$ cat src/rtl/denorm_seq.sv
// Sequential right-shift denormalizer: restores fixed-point alignment of a
// normalized mantissa one bit per clock, tracking guard/sticky and optionally rounding.
module denorm_seq #(
   parameter bit ROUND    = 1'b1,
   parameter int MAXSHIFT = 16
) (
   input  logic        clk,
   input  logic        reset,
   input  logic        i_valid,
   output logic        o_ready,
   input  logic [15:0] i_mant,
   input  logic [4:0]  i_shift,
   output logic        o_valid,
   input  logic        i_ready,
   output logic [15:0] o_data,
   output logic        o_guard,
   output logic        o_sticky,
   output logic        o_busy
);

   typedef enum logic [1:0] {
      IDLE,
      SHIFT,
      DONE
   } state_t;

   localparam logic [4:0] MAX_CNT = 5'(MAXSHIFT);

   state_t      state;
   logic [15:0] sreg;
   logic [4:0]  cnt;
   logic        guard;
   logic        sticky;

   logic [4:0]  shift_clamped;
   logic [15:0] sreg_next;
   logic        guard_next;
   logic        sticky_next;
   logic [15:0] round_inc;

   // NOTE: every always_comb output gets a value on every path, so no latch is inferred.
   always_comb begin
      shift_clamped = (i_shift > MAX_CNT) ? MAX_CNT : i_shift;
      sreg_next     = {1'b0, sreg[15:1]};
      guard_next    = sreg[0];
      sticky_next   = sticky | guard;
      round_inc     = {15'd0, ROUND & guard_next};
   end

   // Handshake flags decode directly from the state register; no input feeds them.
   assign o_ready = (state == IDLE);
   assign o_busy  = (state != IDLE);

   // NOTE: sequential state uses non-blocking assignments so every register samples pre-edge values.
   always_ff @(posedge clk or posedge reset) begin
      if (reset) begin
         state    <= IDLE;
         sreg     <= '0;
         cnt      <= '0;
         guard    <= 1'b0;
         sticky   <= 1'b0;
         o_valid  <= 1'b0;
         o_data   <= '0;
         o_guard  <= 1'b0;
         o_sticky <= 1'b0;
      end else begin
         case (state)
            IDLE: begin
               if (i_valid) begin
                  sreg   <= i_mant;
                  cnt    <= shift_clamped;
                  guard  <= 1'b0;
                  sticky <= 1'b0;
                  if (shift_clamped == 5'd0) begin
                     // Zero shift: pass the mantissa through unrounded.
                     o_data   <= i_mant;
                     o_guard  <= 1'b0;
                     o_sticky <= 1'b0;
                     o_valid  <= 1'b1;
                     state    <= DONE;
                  end else begin
                     state <= SHIFT;
                  end
               end
            end

            SHIFT: begin
               sreg   <= sreg_next;
               guard  <= guard_next;
               sticky <= sticky_next;
               cnt    <= cnt - 5'd1;
               if (cnt == 5'd1) begin
                  // Bit 15 of sreg_next is zero, so the increment cannot overflow.
                  o_data   <= sreg_next + round_inc;
                  o_guard  <= guard_next;
                  o_sticky <= sticky_next;
                  o_valid  <= 1'b1;
                  state    <= DONE;
               end
            end

            DONE: begin
               if (i_ready) begin
                  o_valid <= 1'b0;
                  state   <= IDLE;
               end
            end

            default: state <= IDLE;
         endcase
      end
   end

endmodule

$ cat config.mk
export PLATFORM = sky130hd
export DESIGN_NAME = denorm_seq
export DESIGN_NICKNAME = d
export VERILOG_FILES = /design/src/rtl/denorm_seq.sv
export SDC_FILE = /design/constraint.sdc
export NUM_CORES = 1
export LEC_CHECK = 0
export ABC_AREA = 0
export BUFFER_PORTS_ARGS = -buffer_cell sky130_fd_sc_hd__buf_2
export CORE_AREA = 2 2 72 74
export CTS_BUF_LIST = sky130_fd_sc_hd__clkbuf_16
export DETAILED_ROUTE_END_ITERATION = 16
export DIE_AREA = 0 0 74 76
export PLACE_DENSITY = 0.75
export SETUP_SLACK_MARGIN = 0.15
export SKIP_LAST_GASP = 1
export SLEW_MARGIN = 5
export SYNTH_ARGS = -nofsm -noshare
export SYNTH_HDL_FRONTEND = slang
export SYNTH_SLANG_ARGS = --single-unit
$ cat constraint.sdc
create_clock -name clk -period 2 [get_ports clk]
set_clock_uncertainty 0.2 [all_clocks]
set_input_delay 0.4 -clock clk [delete_from_list [all_inputs] [get_ports clk]]
set_output_delay 0.4 -clock clk [all_outputs]
set_load 0.05 [all_outputs]
==> flow_metrics.env <==
export IMPL_grt_pass1_vias=2345
export IMPL_comb_power_share_pct=61.4
export IMPL_clkPwrFrac_pct=13.3
export IMPL_numCtsBuffers=5
export IMPL_cp_top_family="flip-flops"
export IMPL_crit_buf_inv=3
export IMPL_synth_area_per_cell_sq_um=9.14
export IMPL_io_pins=46
export IMPL_fin_nets=374
export IMPL_synth_edf_count=0
export IMPL_initial_core_util_pct=48.4
export IMPL_switching_power_mw=3.17
export IMPL_nFillCells=377
export IMPL_cts_num_sinks=44
export IMPL_cp_num_cells=8
export IMPL_yosys_warnings=0
export IMPL_grt_first_pass_wirelength_um=11300
export IMPL_drc=0
export IMPL_antenna_left=0
export IMPL_area_growth_pct=43.1
export IMPL_power_density_nw_per_um2=2030
export IMPL_drive_above_1_share_pct=39.3
export IMPL_diodes=0
export IMPL_dr_total_vias=2376
export IMPL_seq_area_frac_synth_pct=46.3
export IMPL_min_period_over_period_pct=98.4
export IMPL_hp_class="input pin to asynchronous set/reset pin"
export IMPL_maxCapViolCount=0
export IMPL_core_sq_um=4910
export IMPL_clock_latency_ns=0.28
export IMPL_clk_pin_slew_ns=0.06
export IMPL_fp_dieH_um=76
export IMPL_grt_overflow=0
export IMPL_mostFrequentLayoutCells="dfrtp_1 (43), buf_2 (43), buf_4 (42), nand2_1 (36), o21ai_0 (20)"
export IMPL_synth_seq_cells=44
export IMPL_grt_setup_unrepaired="true"
export IMPL_syn_cell_area_sq_um=2380
export IMPL_tritoncts="done"
export IMPL_cp_required_ns=1.97
export IMPL_period_needed_ns=1.97
export IMPL_fin_cells=416
export IMPL_synthCells=260
export IMPL_die_w_um=74
export IMPL_post_synth_top_area_cell="dfrtp_1"
export IMPL_path_max_fanout=8
export IMPL_drtIter0Drc=195
export IMPL_ys_flop_type="dfrtp_1"
export IMPL_drtPass1Iterations=4
export IMPL_synth_top_area_share_pct=46.3
export IMPL_cts_root_buf="clkbuf_16"
export IMPL_die_area_sq_um=5620
export IMPL_yosys_cell_types_count=44
export IMPL_critPathLaunchType="flip-flop"
export IMPL_max_stage_delay_ns=0.40
export IMPL_viasPerCell=5.71
export IMPL_peakVddDrop_uv=1070
export IMPL_hpwlAfterDp_um=4360
export IMPL_path_class="flip-flop to flip-flop"
export IMPL_hold_worst_slack_ns=0.0438
export IMPL_setup_viol=0
export IMPL_worst_pin_slew_ns=0.624
export IMPL_rows=26
export IMPL_grt_util_all_layers_pct=25.8
export IMPL_cpMaxStageDelayCell="dfrtp_1"
export IMPL_wl_per_cell_um=16.3
export IMPL_status="completed"
export IMPL_fin_ws_ns=0.0329
export IMPL_antenna_found_initial=0
export IMPL_static_leakage_power_nw=1.53
export IMPL_finalMaxSlewViolations=0
export IMPL_cts_path_max_buffers=2
export IMPL_cp_end_kind="flip-flop"
export IMPL_hold_viol=0
export IMPL_worstPathCellList="inv_2 > ha_4 > nor4b_4 > o21ai_1 > buf_4 > nor2_4 > buf_12 > mux2_4"
export IMPL_max_freq_mhz=508
export IMPL_async_flop_share_pct=100
export IMPL_cp_data_arrival_time_ns=1.94
export IMPL_ys_top_cells_by_area="dfrtp_1 (46%), o21ai_0 (5.9%), nand2_1 (5.7%)"
export IMPL_slew_headroom_pct=58.3
export IMPL_io_buffer_count=45
export IMPL_place_inst=398
export IMPL_switching_share_pct=45.8
export IMPL_p_seq_share_pct=25.2
export IMPL_fin_setup_tns_ns=0
export IMPL_synth_fp_nets=289
export IMPL_p_int_mw=3.75
export IMPL_grt_max_degree=45
export IMPL_place_ws_ns=-0.241
export IMPL_htreeDepth=2
export IMPL_routed_wl_um=6800
export IMPL_gp_congestion=0.870
export IMPL_rr_worst_depth=8
==> cell families (layout without fill, tap and decap cells) <==
kind of cell               after synthesis  count (layout)  share of synthesized area (%)
xor gates and xnor gates                 8               8                           2.95
buffers and inverters                   26             112                           4.32
DFF                                     44              44                           46.3
AOI/OAI and AO/OA                       76              76                           20.5
and+or+nand+nor                         92              92                           19.2
muxes                                   10              10                           4.63
adders and majority gates                4               4                           2.11
==> through the flow <==
stage                     power, mW  util (%)  instance area (sq um)
after floorplan                4.05         -                   2390
after global placement         5.11      59.8                   2940
after detailed placement       5.21      59.8                   2940
after CTS                      6.58      67.0                   3290
after global routing           7.35      69.2                   3400
final                          6.91      69.2                   3400
==> flip-flops by register name, indices dropped and copies added, names as in the netlist, 2 cells and up <==
signal,cells
cnt,5
sreg,16
o_data,16
state,2
==> what timing repair did <==
action	4_1_cts	5_1_grt
pin swaps	10	6
setup buffers	6	3
resized for setup	25	24
hold buffers	0	0
endpoints found under the setup margin	35	25
gates cloned	1	0
==> Yosys cell counts (6+ instances only) <==
master,instances
mux2_2,8
nor2_1,14
nand2_1,36
inv_1,12
clkbuf_1,9
o21ai_0,28
xnor2_1,6
nand4_1,8
a21oi_1,12
nand3_1,9
a22oi_1,8
dfrtp_1,44
==> worst reg2reg max path, stage by stage, from the launching register on <==
cell and delay, ns:
dfrtp_1 0.40, inv_2 0.08, ha_4 0.12, nor4b_4 0.22
o21ai_1 0.11, buf_4 0.16, nor2_4 0.12, buf_12 0.14
mux2_4 0.30
==> power groups by stage <==
stage | Combinational, mW | Sequential [mW] | Clock [mW]
floorplan | 1.76 | 2.29 | 0
global route | 4.59 | 1.80 | 0.969
CTS | 3.94 | 1.71 | 0.930
finish | 4.25 | 1.74 | 0.922
global placement | 3.44 | 1.67 | 0
detailed placement | 3.53 | 1.68 | 0
==> final cells by class <==
type                       instances  area, sq um  share of cell area [%]
multi-input combinational        190         1340                    39.5
clock inverter                     3         42.5                    1.25
sequential                        44         1100                    32.4
tap                               70         87.6                    2.58
timing repair buffer              92          652                    19.2
clock buffer                       5          125                    3.68
inverter                          12         48.8                    1.43
==> final timing paths <==
check | startpoint | end | slack (ns)
min in group clk | i_ready | state[1] | 0.11
max in group asynchronous | reset | state[1] | 1.16
setup reg to reg | cnt[1] | o_data[15] | 0.03
hold reg to reg | o_data[0] | o_data[0] | 0.28
setup / recovery | cnt[1] | o_data[15] | 0.03
hold / removal | reset | sreg[11] | 0.04
==> per-layer routing <==
layer / part of all wire, % / wire length (um) / track usage (%)
met1: 44 / 2980 / 36.2
met2: 49 / 3330 / 40.9
met3: 6.2 / 421 / 4.63
met4: 1.1 / 77 / 6.55
met5: 0 / 0 / 0
Power figures use the tool's default switching activity.
